--- src/rtl/roi_scan_io.sv ---
// Serial scan harness: CHAINS lanes shift stimulus into din and shift captured ROI results out.
// Define SCAN_CRC_EN to add the crc/crc_last CRC-8 ports. Serial out is named "so" because "do" is a keyword.
module roi_scan_io #(
    parameter int DIN_N  = 256,
    parameter int DOUT_N = 256,
    parameter int CHAINS = 1,
    parameter int CNT_W  = 16
) (
    input  logic              clk,
    input  logic              rst,
    input  logic              sen,
    input  logic              stb,
    input  logic [CHAINS-1:0] di,
    output logic [CHAINS-1:0] so,
    output logic [DIN_N-1:0]  din,
    input  logic [DOUT_N-1:0] dout,
    output logic              full,
    output logic              short_err,
    output logic [CNT_W-1:0]  frame_cnt
`ifdef SCAN_CRC_EN
    ,
    output logic [7:0]        crc,
    output logic [7:0]        crc_last
`endif
);

    localparam int L  = DIN_N / CHAINS;
    localparam int M  = DOUT_N / CHAINS;
    localparam int CW = $clog2(L + 1);

    typedef enum logic [1:0] {
        EMPTY,
        FILL,
        FULL
    } state_t;

    state_t          state, state_nxt;
    logic [CW-1:0]   bit_cnt, bit_cnt_nxt;
    logic [DIN_N-1:0]  din_shr, din_shr_sh;
    logic [DOUT_N-1:0] dout_shr, dout_shr_sh;

    // Per-lane shifted images; the output chain is fed from the MSB of the matching input lane.
    for (genvar k = 0; k < CHAINS; k++) begin : g_lane
        if (L == 1) begin : g_in1
            assign din_shr_sh[k*L] = di[k];
        end else begin : g_inn
            assign din_shr_sh[k*L +: L] = {din_shr[k*L +: L-1], di[k]};
        end
        if (M == 1) begin : g_out1
            assign dout_shr_sh[k*M] = din_shr[k*L+L-1];
        end else begin : g_outn
            assign dout_shr_sh[k*M +: M] = {dout_shr[k*M +: M-1], din_shr[k*L+L-1]};
        end
        assign so[k] = dout_shr[k*M+M-1];
    end

    always_ff @(posedge clk or posedge rst) begin
        if (rst) begin
            din_shr   <= '0;
            dout_shr  <= '0;
            din       <= '0;
            frame_cnt <= '0;
            short_err <= 1'b0;
        end else begin
            if (sen) begin
                din_shr <= din_shr_sh;
            end
            if (stb) begin
                din       <= din_shr;
                dout_shr  <= dout;
                frame_cnt <= frame_cnt + CNT_W'(1);
                if (!full) begin
                    short_err <= 1'b1;
                end
            end else if (sen) begin
                dout_shr <= dout_shr_sh;
            end
        end
    end

    always_ff @(posedge clk or posedge rst) begin
        if (rst) begin
            state   <= EMPTY;
            bit_cnt <= '0;
        end else begin
            state   <= state_nxt;
            bit_cnt <= bit_cnt_nxt;
        end
    end

    // A strobe restarts the frame, counting the bit shifted in that same cycle.
    always_comb begin
        bit_cnt_nxt = bit_cnt;
        state_nxt   = FILL;
        if (stb) begin
            bit_cnt_nxt = sen ? CW'(1) : '0;
        end else if (sen && (bit_cnt != CW'(L))) begin
            bit_cnt_nxt = bit_cnt + CW'(1);
        end
        if (bit_cnt_nxt == '0) begin
            state_nxt = EMPTY;
        end else if (bit_cnt_nxt == CW'(L)) begin
            state_nxt = FULL;
        end
    end

    assign full = (state == FULL);

`ifdef SCAN_CRC_EN
    function automatic logic [7:0] crc8_bit(input logic [7:0] c, input logic b);
        logic fb;
        fb = c[7] ^ b;
        return {c[6:0], 1'b0} ^ (fb ? 8'h07 : 8'h00);
    endfunction

    always_ff @(posedge clk or posedge rst) begin
        if (rst) begin
            crc      <= '0;
            crc_last <= '0;
        end else if (stb) begin
            crc_last <= crc;
            crc      <= sen ? crc8_bit(8'h00, di[0]) : 8'h00;
        end else if (sen) begin
            crc <= crc8_bit(crc, di[0]);
        end
    end
`endif

endmodule
--- config.mk ---
export PLATFORM = sky130hd
export DESIGN_NAME = roi_scan_io
export DESIGN_NICKNAME = d
export VERILOG_FILES = /design/src/rtl/roi_scan_io.sv
export SDC_FILE = /design/constraint.sdc
export NUM_CORES = 1
export LEC_CHECK = 0
export BUFFER_PORTS_ARGS = -buffer_cell sky130_fd_sc_hd__buf_2
export CAP_MARGIN = 10
export CORE_MARGIN = 2
export CORE_UTILIZATION = 25
export DETAILED_ROUTE_END_ITERATION = 10
export GPL_TIMING_DRIVEN = 1
export REMOVE_ABC_BUFFERS = 1
export SETUP_SLACK_MARGIN = 0.3
export SYNTH_ARGS = -nofsm -noshare
export SYNTH_HDL_FRONTEND = slang
export SYNTH_SLANG_ARGS = --single-unit
--- constraint.sdc ---
create_clock -name clk -period 30.6 [get_ports clk]
set_input_delay 1.53 -clock clk [delete_from_list [all_inputs] [get_ports clk]]
set_output_delay 1.53 -clock clk [all_outputs]
set_load 0.1 [all_outputs]
# Yosys cells after proc, flatten, opt, wreduce, memory -nomap -nowiden
# Cells that the tools add are included.
dict set report op_classes {
  n_addsub 2
  eq_ne 3
  mux 7
  bitwise_logic 1
  n_reduce_logical 4
}
# operator count
set op_table {}
lappend op_table {{2-to-1 mux 256 bit} 2}
lappend op_table {{2-to-1 mux 9 bit} 2}
lappend op_table {{adder 16 x 1 -> 16 bit (second input constant)} 1}
lappend op_table {{adder 9 x 1 -> 9 bit (second input constant)} 1}
lappend op_table {{equality test 9 bit (second input constant)} 1}
lappend op_table {{zero test 9 bit} 1}
lappend op_table {{inequality test 9 bit (second input constant)} 1}
lappend op_table {{2-to-1 mux 2 bit} 2}
lappend op_table {{equality test 2 bit (second input constant)} 1}
lappend op_table {{AND reduction 2 bit} 1}
lappend op_table {{nonzero test 2 bit} 1}
lappend op_table {{logical AND 1 bit} 1}
lappend op_table {{2-to-1 mux 1 bit} 1}
lappend op_table {{inverter 1 bit} 1}
dict set report word_totals {
  regBits 796
  input_bits 261
  out_inout_bits 275
  wordCells 24
}

# Depth between registers and ports, before layout
dict set report depth {
  ltp_word 7
  depth_mapped 8
  depth_no_buf 7
}

# Least setup slack after synthesis
# Ideal clock, no wire load.
dict set report synth_timing {
  kind {register -> output}
  start {reg state[0]}
  end {out full}
  t_arrival_ps 1708
  t_required_ps 29070
  slack_ps 27362
  path_stages_with_launch 2
  path_cell_list {dfrtp_1 nor2b_1}
}
dict set report synth_via {
  elab_chain_cells 1
}
# item line
set synth_lines {}
lappend synth_lines {{from (decl)} 37} ;# state_t state, state_nxt;
lappend synth_lines {{from (signal assigned)} 86} ;# state <= state_nxt;
lappend synth_lines {{equality test 2 bit} 107} ;# assign full = (state == FULL);
lappend synth_lines {{to (decl)} 17} ;# output logic full,
# No other way between the ends.

# Worst setup path in the final report
dict set report layout_timing {
  start {in stb}
  end {reg din[141]}
}
# item line
set layout_lines {}
lappend layout_lines {{from (decl)} 12} ;# input logic stb,
lappend layout_lines {{to (signal assigned)} 69} ;# din <= din_shr;
lappend layout_lines {{to (decl)} 15} ;# output logic [DIN_N-1:0] din,
# No word-level cell between the ends.

==> flow_summary.json <==
{
  "first_global_vias": 20230,
  "cts_root_buffer": "clkbuf_16",
  "dieArea_mm2": 0.1302,
  "setup_viol": 0,
  "cts-htree-levels": 3,
  "gr-total-overflow": 0,
  "worstMarginPinSlew_ns": 1.032,
  "ctsHoldBuffers": 0,
  "routed_via_density": 4.277,
  "mostFrequentLayoutCells": "dfrtp_1, buf_2, mux2_2",
  "numCtsBuffers": 90,
  "hold_viol": 0,
  "grt_max_degree": 158,
  "gp_congestion": 0.7725,
  "drc": 0,
  "power_leakage_nw": 20.14,
  "startpoint_type": "input pin",
  "grt_pass1_wl_um": 121200,
  "cts_tree": "yes",
  "endpoint": "din[141]",
  "fin_setup_tns_ns": 0,
  "synth_top_area_share": 0.6257,
  "crit_path_start": "stb",
  "dr.first_iter.drc_count": 1217,
  "die_w_um": 360.9,
  "drtAntennaViolNets": 0,
  "slew_headroom": 0.3119,
  "period_needed_ns": 5.142,
  "status": "finished, final reports clean",
  "maxCapViolCount": 0,
  "die_y_um": 360.9,
  "rr_endpoint": "state[1]",
  "worst_ir_drop_vdd_mv": 0.06949,
  "post_route_cells_drive_above_1_share": 0.4235,
  "syn_to_final_growth_pct": 23.40,
  "required_ns": 31.16,
  "core_area_mm2": 0.1261,
  "routed_wl_um": 77000,
  "clk_pin_slew_ns": 0.06,
  "max_freq_mhz": 194.5,
  "hp-class": "reg -> reg",
  "dr.pass1.iters": 5,
  "setup_ws_ns": 25.46,
  "p_per_area_mw_per_mm2": 67.46,
  "antenna_found_initial": 27,
  "r2r_cells": 7,
  "num_rows": 130,
  "nets": 3092,
  "grt_usage": 0.1173,
  "clock-skew-final_ns": 0.03971,
  "critPathKind": "in -> reg",
  "r2r_start": "bit_cnt[0]",
  "r2r_setup_slack_ns": 28.63,
  "cts_buffer_depth": 3,
  "cts_resized": 0,
  "vias": 19510,
  "slew_viol_final": 0,
  "dp_slack_ns": 24.79,
  "arrival_ns": 5.70,
  "port_buffers": 535,
  "yosysSeqAreaShare": 0.6257,
  "grt_setup_unrepaired": "false",
  "synth_cell_types": 34,
  "ios": 536,
  "post_cts_buffers": 0,
  "mostFrequentLayoutCell": "dfrtp_1",
  "wl_per_cell_um": 16.88,
  "start_util": 0.2526,
  "synth_area_mm2": 0.03184,
  "syn-instance-count": 2325,
  "nFillCells": 12690,
  "ys_warn_count": 0,
  "syn_area_per_cell_um2": 13.69,
  "dp_hpwl_um": 51810,
  "end_kind": "register",
  "holdPathStages": 1,
  "fin_crit_sh": 0.1680,
  "synth_top_area_cell": "dfrtp_1",
  "yosys-top-cells-area": "dfrtp_1, mux2_2, mux2i_1, o21ai_0, nand2_1",
  "clk_latency_ns": 0.69,
  "ys_ff_latch": 796,
  "cp_max_fo": 102,
  "cts_sinks": 796
}
==> cell type report <==
type	instances	area [um2]	area share
Sequential cell	796	19920	0.5070
Multi-Input combinational cell	1376	11240	0.2861
Timing Repair Buffer	560	2910	0.07408
Clock buffer	131	2678	0.06816
Tap cell	1650	2064	0.05255
Clock inverter	35	429.2	0.01092
Antenna cell	10	25.02	0.0006370
Inverter	4	22.52	0.0005733
==> worst min path at each step <==
stage | start | to | slack (ns)
final | frame_cnt[15] | frame_cnt[15] | 0.48
after global routing | frame_cnt[15] | frame_cnt[15] | 0.49
after CTS | frame_cnt[15] | frame_cnt[15] | 0.47
after detailed placement | frame_cnt[15] | frame_cnt[15] | 0.46
after global placement | frame_cnt[15] | frame_cnt[15] | 0.46
after floorplan | din_shr[0] | din_shr[0] | 0.49
==> registers in the layout, summed over array words and instances, names as in the netlist <==
name and count:
frame_cnt 16, state 2, short_err 1, din_shr 256, din 256, bit_cnt 9
dout_shr 256
==> where the power goes <==
part / switching, mW / leakage, nW / internal, mW
logic: 0.262 / 8.06 / 0.101
clock network: 0.448 / 1.53 / 0.662
registers: 0.0510 / 10.5 / 1.13
total: 0.761 / 20.1 / 1.89
==> critical path, stage by stage <==
cell and delay, ns:
buf_8 0.47, buf_4 0.66, buf_4 0.79, buf_4 0.80, buf_4 0.81, mux2_2 0.41
==> synthesized netlist by cell type <==
library cell,instances
nand4_1,9
nand2_1,265
a21oi_1,4
and4_1,2
xor2_1,8
dfrtp_1,796
buf_6,1
or3_1,4
buf_1,9
a221oi_1,1
a311o_1,1
a32o_1,1
nor3_1,5
a31oi_1,1
nand2b_1,3
and3_1,4
and4b_4,1
nand3_1,5
a31o_2,1
ha_1,3
nor2b_1,1
mux2i_1,258
buf_2,78
nor2_1,10
mux2_2,513
clkbuf_1,61
o21ai_0,259
a21o_1,1
inv_1,4
xnor2_1,12
nor4b_2,1
nor4b_4,1
a211oi_1,1
o21bai_1,1
==> metal layers <==
metal / part of all wire / GRT usage
met1: 0.44 / 0.1495
met2: 0.45 / 0.1803
met3: 0.083 / 0.04952
met4: 0.022 / 0.03503
met5: 0.0021 / 0
==> cells by family after synthesis <==
family,synth area share
compound gates,0.04343
buf+inv,0.02134
fa+ha+maj,0.001179
xor+xnor,0.005502
mux,0.2626
flops,0.6257
simple gates,0.04032
==> stage by stage <==
stage          power [mW]  instances    util  hold WS (ns)  area, um2
3_3_place_gp        1.560       4386  0.2868        0.4587      36150
5_1_grt             2.770       4558  0.3116        0.4944      39280
6_report            2.650       4562  0.3117        0.4822      39290
4_1_cts             2.699       4552  0.3115        0.4737      39260
2_1_floorplan       1.444       2176       -        0.4918      31170
3_5_place_dp        1.565       4386  0.2868        0.4622      36150
No activity file was read; power rests on OpenSTA's default activity.
